## src/rtl/switch_output_port_if.sv

```systemverilog
// Handshake bundle between an output port, its input buffers, the arbiter and the link FIFO.
// The slave modport is the output-port view; master is the environment driving it.
interface switch_output_port_if #(
  parameter int unsigned NUM_IN = 4,
  parameter int unsigned DATA_W = 32
) ();
  localparam int unsigned SelW = (NUM_IN > 1) ? $clog2(NUM_IN) : 1;

  logic [NUM_IN-1:0]        in_req;
  logic [NUM_IN*DATA_W-1:0] in_data;
  logic [NUM_IN-1:0]        in_valid;
  logic [NUM_IN-1:0]        in_ready;
  logic [NUM_IN-1:0]        arb_bid;
  logic [SelW-1:0]          arb_select;
  logic                     arb_valid;
  logic [DATA_W-1:0]        out_data;
  logic                     out_valid;
  logic                     out_ready;
  logic                     busy;

  modport slave (
    input  in_req, in_data, in_valid, arb_select, arb_valid, out_ready,
    output in_ready, arb_bid, out_data, out_valid, busy
  );

  modport master (
    output in_req, in_data, in_valid, arb_select, arb_valid, out_ready,
    input  in_ready, arb_bid, out_data, out_valid, busy
  );
endinterface

```

## src/rtl/switch_output_port.sv

```systemverilog
// Switch output port: bids for head-of-line inputs, holds the arbiter grant for one whole
// packet and streams it through a registered valid/ready stage.
module switch_output_port #(
  parameter int unsigned NUM_IN  = 4,
  parameter int unsigned DATA_W  = 32,
  parameter int unsigned LEN_W   = 4,
  parameter int unsigned LEN_LSB = 0
) (
  input logic                 CLK,
  input logic                 nRST,
  switch_output_port_if.slave bus
);
  localparam int unsigned SelW = (NUM_IN > 1) ? $clog2(NUM_IN) : 1;
  localparam logic [LEN_W-1:0] LenOne = LEN_W'(1);

  typedef enum logic [1:0] {StIdle, StXfer, StRelease} state_e;

  state_e            state_q;
  logic [SelW-1:0]   cur_q;
  logic [LEN_W-1:0]  remaining_q;
  logic              first_q;
  logic              out_valid_q;
  logic [DATA_W-1:0] out_data_q;

  logic              can_accept, accept, is_tail, grant_ok;
  logic [DATA_W-1:0] flit;
  logic [LEN_W-1:0]  hdr_len, len_eff;
  logic [NUM_IN-1:0] in_ready, mask;

  always_comb begin
    can_accept = (state_q == StXfer) && (!out_valid_q || bus.out_ready);
    flit       = bus.in_data[32'(cur_q)*DATA_W +: DATA_W];
    accept     = can_accept && bus.in_valid[cur_q];
    hdr_len    = flit[LEN_LSB +: LEN_W];
    // A zero length field still carries the header itself.
    len_eff    = (hdr_len == '0) ? LenOne : hdr_len;
    is_tail    = first_q ? (len_eff == LenOne) : (remaining_q <= LenOne);
    grant_ok   = bus.arb_valid && (32'(bus.arb_select) < NUM_IN) &&
                 bus.in_req[bus.arb_select];
    in_ready   = '0;
    mask       = '0;
    for (int unsigned i = 0; i < NUM_IN; i++) begin
      in_ready[i] = can_accept && (32'(cur_q) == i);
      // Drop the finished requester's bid early so the arbiter rotates past it.
      mask[i]     = (32'(cur_q) == i) && ((state_q == StRelease) || (accept && is_tail));
    end
  end

  assign bus.in_ready  = in_ready;
  assign bus.arb_bid   = nRST ? (bus.in_req & ~mask) : '0;
  assign bus.out_data  = out_data_q;
  assign bus.out_valid = out_valid_q;
  assign bus.busy      = (state_q != StIdle);

  always_ff @(posedge CLK or negedge nRST) begin
    if (!nRST) begin
      state_q     <= StIdle;
      cur_q       <= '0;
      remaining_q <= '0;
      first_q     <= 1'b0;
      out_valid_q <= 1'b0;
      out_data_q  <= '0;
    end else begin
      if (accept) begin
        out_data_q  <= flit;
        out_valid_q <= 1'b1;
      end else if (bus.out_ready) begin
        out_valid_q <= 1'b0;
      end

      case (state_q)
        StIdle: begin
          // A grant whose requester has gone away is stale and ignored.
          if (grant_ok) begin
            cur_q   <= bus.arb_select;
            first_q <= 1'b1;
            state_q <= StXfer;
          end
        end
        StXfer: begin
          if (accept) begin
            first_q <= 1'b0;
            if (first_q) begin
              remaining_q <= len_eff - LenOne;
            end else if (remaining_q != '0) begin
              remaining_q <= remaining_q - LenOne;
            end
            if (is_tail) begin
              state_q <= StRelease;
            end
          end
        end
        StRelease: state_q <= StIdle;
        default:   state_q <= StIdle;
      endcase
    end
  end
endmodule

```

## src/flat_wrapper.sv

```systemverilog
// flat-port wrapper written by rule: the top's interface ports become plain ports
module switch_output_port_flat 
#(
  parameter int unsigned NUM_IN  = 4,
  parameter int unsigned DATA_W  = 32,
  parameter int unsigned LEN_W   = 4,
  parameter int unsigned LEN_LSB = 0
)
  (CLK, nRST, bus_in_req, bus_in_data, bus_in_valid, bus_arb_select, bus_arb_valid, bus_out_ready, bus_in_ready, bus_arb_bid, bus_out_data, bus_out_valid, bus_busy);
  switch_output_port_if #(.NUM_IN(NUM_IN), .DATA_W(DATA_W)) bus_i ();
  input logic CLK;
  input logic nRST;
  input wire logic [$bits(bus_i.in_req)-1:0] bus_in_req;
  input wire logic [$bits(bus_i.in_data)-1:0] bus_in_data;
  input wire logic [$bits(bus_i.in_valid)-1:0] bus_in_valid;
  input wire logic [$bits(bus_i.arb_select)-1:0] bus_arb_select;
  input wire logic [$bits(bus_i.arb_valid)-1:0] bus_arb_valid;
  input wire logic [$bits(bus_i.out_ready)-1:0] bus_out_ready;
  output wire logic [$bits(bus_i.in_ready)-1:0] bus_in_ready;
  output wire logic [$bits(bus_i.arb_bid)-1:0] bus_arb_bid;
  output wire logic [$bits(bus_i.out_data)-1:0] bus_out_data;
  output wire logic [$bits(bus_i.out_valid)-1:0] bus_out_valid;
  output wire logic [$bits(bus_i.busy)-1:0] bus_busy;
  assign bus_i.in_req = bus_in_req;
  assign bus_i.in_data = bus_in_data;
  assign bus_i.in_valid = bus_in_valid;
  assign bus_i.arb_select = bus_arb_select;
  assign bus_i.arb_valid = bus_arb_valid;
  assign bus_i.out_ready = bus_out_ready;
  assign bus_in_ready = bus_i.in_ready;
  assign bus_arb_bid = bus_i.arb_bid;
  assign bus_out_data = bus_i.out_data;
  assign bus_out_valid = bus_i.out_valid;
  assign bus_busy = bus_i.busy;
  switch_output_port #(.NUM_IN(NUM_IN), .DATA_W(DATA_W), .LEN_W(LEN_W), .LEN_LSB(LEN_LSB)) u_core (.CLK(CLK), .nRST(nRST), .bus(bus_i));
endmodule
```

## config.mk

```make
export PLATFORM = sky130hd
export DESIGN_NAME = switch_output_port_flat
export DESIGN_NICKNAME = d
export VERILOG_FILES = /design/src/rtl/switch_output_port_if.sv /design/src/rtl/switch_output_port.sv /design/src/flat_wrapper.sv
export SDC_FILE = /design/constraint.sdc
export NUM_CORES = 1
export LEC_CHECK = 0
export BUFFER_PORTS_ARGS = -buffer_cell sky130_fd_sc_hd__buf_2
export CORE_UTILIZATION = 35
export CTS_CLUSTER_SIZE = 25
export DETAILED_ROUTE_END_ITERATION = 12
export HOLD_SLACK_MARGIN = 0.12
export PLACE_DENSITY_LB_ADDON = 0.1
export SYNTH_ARGS = -nofsm -noshare
export SYNTH_HDL_FRONTEND = slang
export SYNTH_SLANG_ARGS = --single-unit
```

## constraint.sdc

```tcl
create_clock -name CLK -period 3.4 [get_ports CLK]
set_clock_uncertainty 0.15 [all_clocks]
set_input_delay 0.68 -clock CLK [delete_from_list [all_inputs] [get_ports CLK]]
set_output_delay 0.68 -clock CLK [all_outputs]
set_load 0.1 [all_outputs]
```

==> impl_metrics.json <==
{
  "clk_pin_slew_ns": 0.08,
  "cp_data_arrival_time_ns": 2.77,
  "start_util": 0.365,
  "rsz0062_at_grt": "yes",
  "placed_cells": 491,
  "synth_edf_count": 0,
  "rr_endpoint": "u_core.state_q[0]",
  "io-pin-count": 184,
  "pre_cts_ws_ns": -0.349,
  "fin_ws_ns": -0.196,
  "cp_cell_sequence": "buf_4 > mux4_2 > or2_4 > ha_4 > and3_4 > a22oi_2 > o22ai_4 > buf_12 > a21oi_4 > buf_12",
  "antenna_found_initial": 0,
  "vias_per_cell": 5.06,
  "synth_fp_nets": 356,
  "synth_top_area_frac": 0.369,
  "critPathSlowestCell": "mux4_2",
  "grt_max_degree": 39,
  "synthesis.area_sq_um": 2850,
  "status": "finished with violations",
  "ys.flop_type": "dfrtp_1",
  "worstSetupPathType": "register to output pin",
  "layout_commonest_cell": "buf_2",
  "async_flop_share": 1.00,
  "mostFrequentLayoutCells": "179 x buf_2, 40 x dfrtp_1, 34 x mux4_2",
  "min_to": "u_core.bus.out_data[3]",
  "worst-path-stages": 10,
  "grt_first_pass_wirelength_microns": 12400,
  "yosys-top-cells-area": "dfrtp_1 37%, mux4_2 27%, mux2_4 12%",
  "post-dp-hpwl_microns": 5970,
  "slowest_delay_ns": 0.50,
  "coreArea_sq_um": 7810,
  "die_height_microns": 92.2,
  "cts_root_buffer": "clkbuf_8",
  "firstDrtPassIters": 4,
  "avgSynthCellArea_sq_um": 13.6,
  "synth_warnings": 0,
  "drive_above_1_share": 0.710,
  "regToRegSetupSlack_ns": 0.84,
  "area_growth_pct": 46.5,
  "tns_ns": -0.746,
  "end_kind": "output pin",
  "r2r_cells": 10,
  "cpMostUsedCell": "buf_12",
  "overflow": 0,
  "min_period_ns": 3.60,
  "drt_iter0_markers": 82,
  "setup_viol": 4,
  "drcViolationCount": 0,
  "worst-path-max-fanout": 6,
  "rows": 32,
  "fin_area_sq_um": 4170,
  "worstMarginPinSlew_ns": 0.666,
  "ant_nets": 0,
  "wirelength_microns": 7730,
  "die_width_microns": 92.2,
  "clkLatencyLatePin_ns": 0.29,
  "cts_buffer_depth": 2,
  "yosysTopAreaCell": "dfrtp_1",
  "nets": 546,
  "cp_data_required_time_ns": 2.57,
  "cts_tree": "built",
  "die_area_sq_um": 8500,
  "instances_no_fill": 502,
  "max_freq_mhz": 278,
  "hp-class": "register to register",
  "htree_levels": 2,
  "fin_crit_sh": 1.06,
  "path_buf_inv": 3,
  "holdPathStages": 2,
  "hold_viol": 0,
  "vias": 2538,
  "max_cap_viol_count": 0,
  "wl_per_cell_microns": 15.4,
  "gp_congestion": 0.883,
  "worstHoldStart": "u_core.bus.out_data[3]",
  "slew_violations": 0,
  "synth.distinct_cells": 36,
  "clock-sinks": 42,
  "place_area_sq_um": 3990,
  "seq_area_frac_synth": 0.369,
  "synth_seq_cells": 42,
  "port_buffers": 183,
  "violations": "negative setup slack",
  "numCtsBuffers": 5,
  "grt_pass1_vias": 2622,
  "grt.total_usage": 0.187,
  "synthCells": 209,
  "crit_path_start_kind": "register",
  "cp_top_family": "multiplexers",
  "slew_headroom": 0.550,
  "antenna_cells": 0,
  "r2r_start": "u_core.cur_q[0]"
}
-- metrics by stage --
stage	utilization	hold WS (ns)
after floorplan	-	0.234
after global placement	0.511	0.307
after detailed placement	0.511	0.310
after CTS	0.534	0.331
after global routing	0.534	0.359
final	0.534	0.322
-- flip-flops by register name, indices dropped and copies added, names as in the netlist --
name and flops:
u_core.bus.out_data 32, u_core.remaining_q 4, u_core.cur_q 2, u_core.state_q 2, u_core.bus.out_valid 1, u_core.first_q 1
-- cells by family after synthesis --
family | after synthesis | synth area share
DFF | 42 | 0.369
AOI/OAI and AO/OA | 23 | 0.0505
xor gates and xnor gates | 1 | 0.00307
buffers and inverters | 20 | 0.0413
and+or+nand+nor | 51 | 0.0874
adders and majority gates | 5 | 0.0220
muxes | 67 | 0.427
-- layout make-up --
cell class | instances | area (sq um)
Timing Repair Buffer | 198 | 1100
Multi-Input combinational cell | 147 | 1780
Inverter | 5 | 18.8
Sequential cell | 42 | 1050
Fill cell | 691 | 3630
Clock buffer | 5 | 68.8
Tap cell | 102 | 128
Clock inverter | 3 | 21.3
-- worst max-delay path by stage --
stage	startpoint	end	slack, ns
global route	u_core.cur_q[0]	bus_arb_bid[0]	-0.29
floorplan	bus_in_data[96]	bus_arb_bid[1]	-0.11
detailed placement	bus_in_data[66]	bus_arb_bid[0]	-0.35
finish	u_core.cur_q[0]	bus_arb_bid[3]	-0.20
CTS	u_core.cur_q[0]	bus_arb_bid[1]	-0.21
global placement	bus_in_data[66]	bus_arb_bid[0]	-0.28
-- worst register-to-register path, delay by kind of cell (launching register included) --
kind,cells,cell delay (ns)
AND/OR/NAND/NOR,4,0.70
multiplexers,1,0.53
buffers and inverters,1,0.16
AO/OA/AOI/OAI,3,0.32
flip-flops,1,0.45
adder cells (fa/ha/maj),1,0.11
-- cell usage after synthesis, drive strengths merged (2+ instances only) --
cell type and count:
nor3 3, o211ai 3, nand2 18, and3 2, dfrtp 42, clkbuf 6, mux2i 3, nor2 12
nand2b 4, inv 5, a21oi 7, mux4 34, mux2 30, ha 5, o21ai 6, or2 2
nor3b 2, nand3 2, buf 9
-- what timing repair did --
item,CTS,global route
setup endpoints to repair,4,4
hold buffers,1,0
setup buffers,2,0
resized for setup,17,0
endpoints found under the hold margin,5,0
pin swaps,2,1
-- per-layer routing --
layer | vias to the layer above | GRT usage | share of wire | routed length, microns
met2 | 117 | 0.333 | 0.50 | 3880
met1 | 1232 | 0.227 | 0.42 | 3220
met5 | - | 0 | 0 | 0
li1 | 1183 | - | - | -
met3 | 6 | 0.0431 | 0.073 | 561
met4 | 0 | 0.0508 | 0.0080 | 62
Power is not shown: default switching activity piles up to over one toggle a cycle in this logic, so the estimate is an artifact.
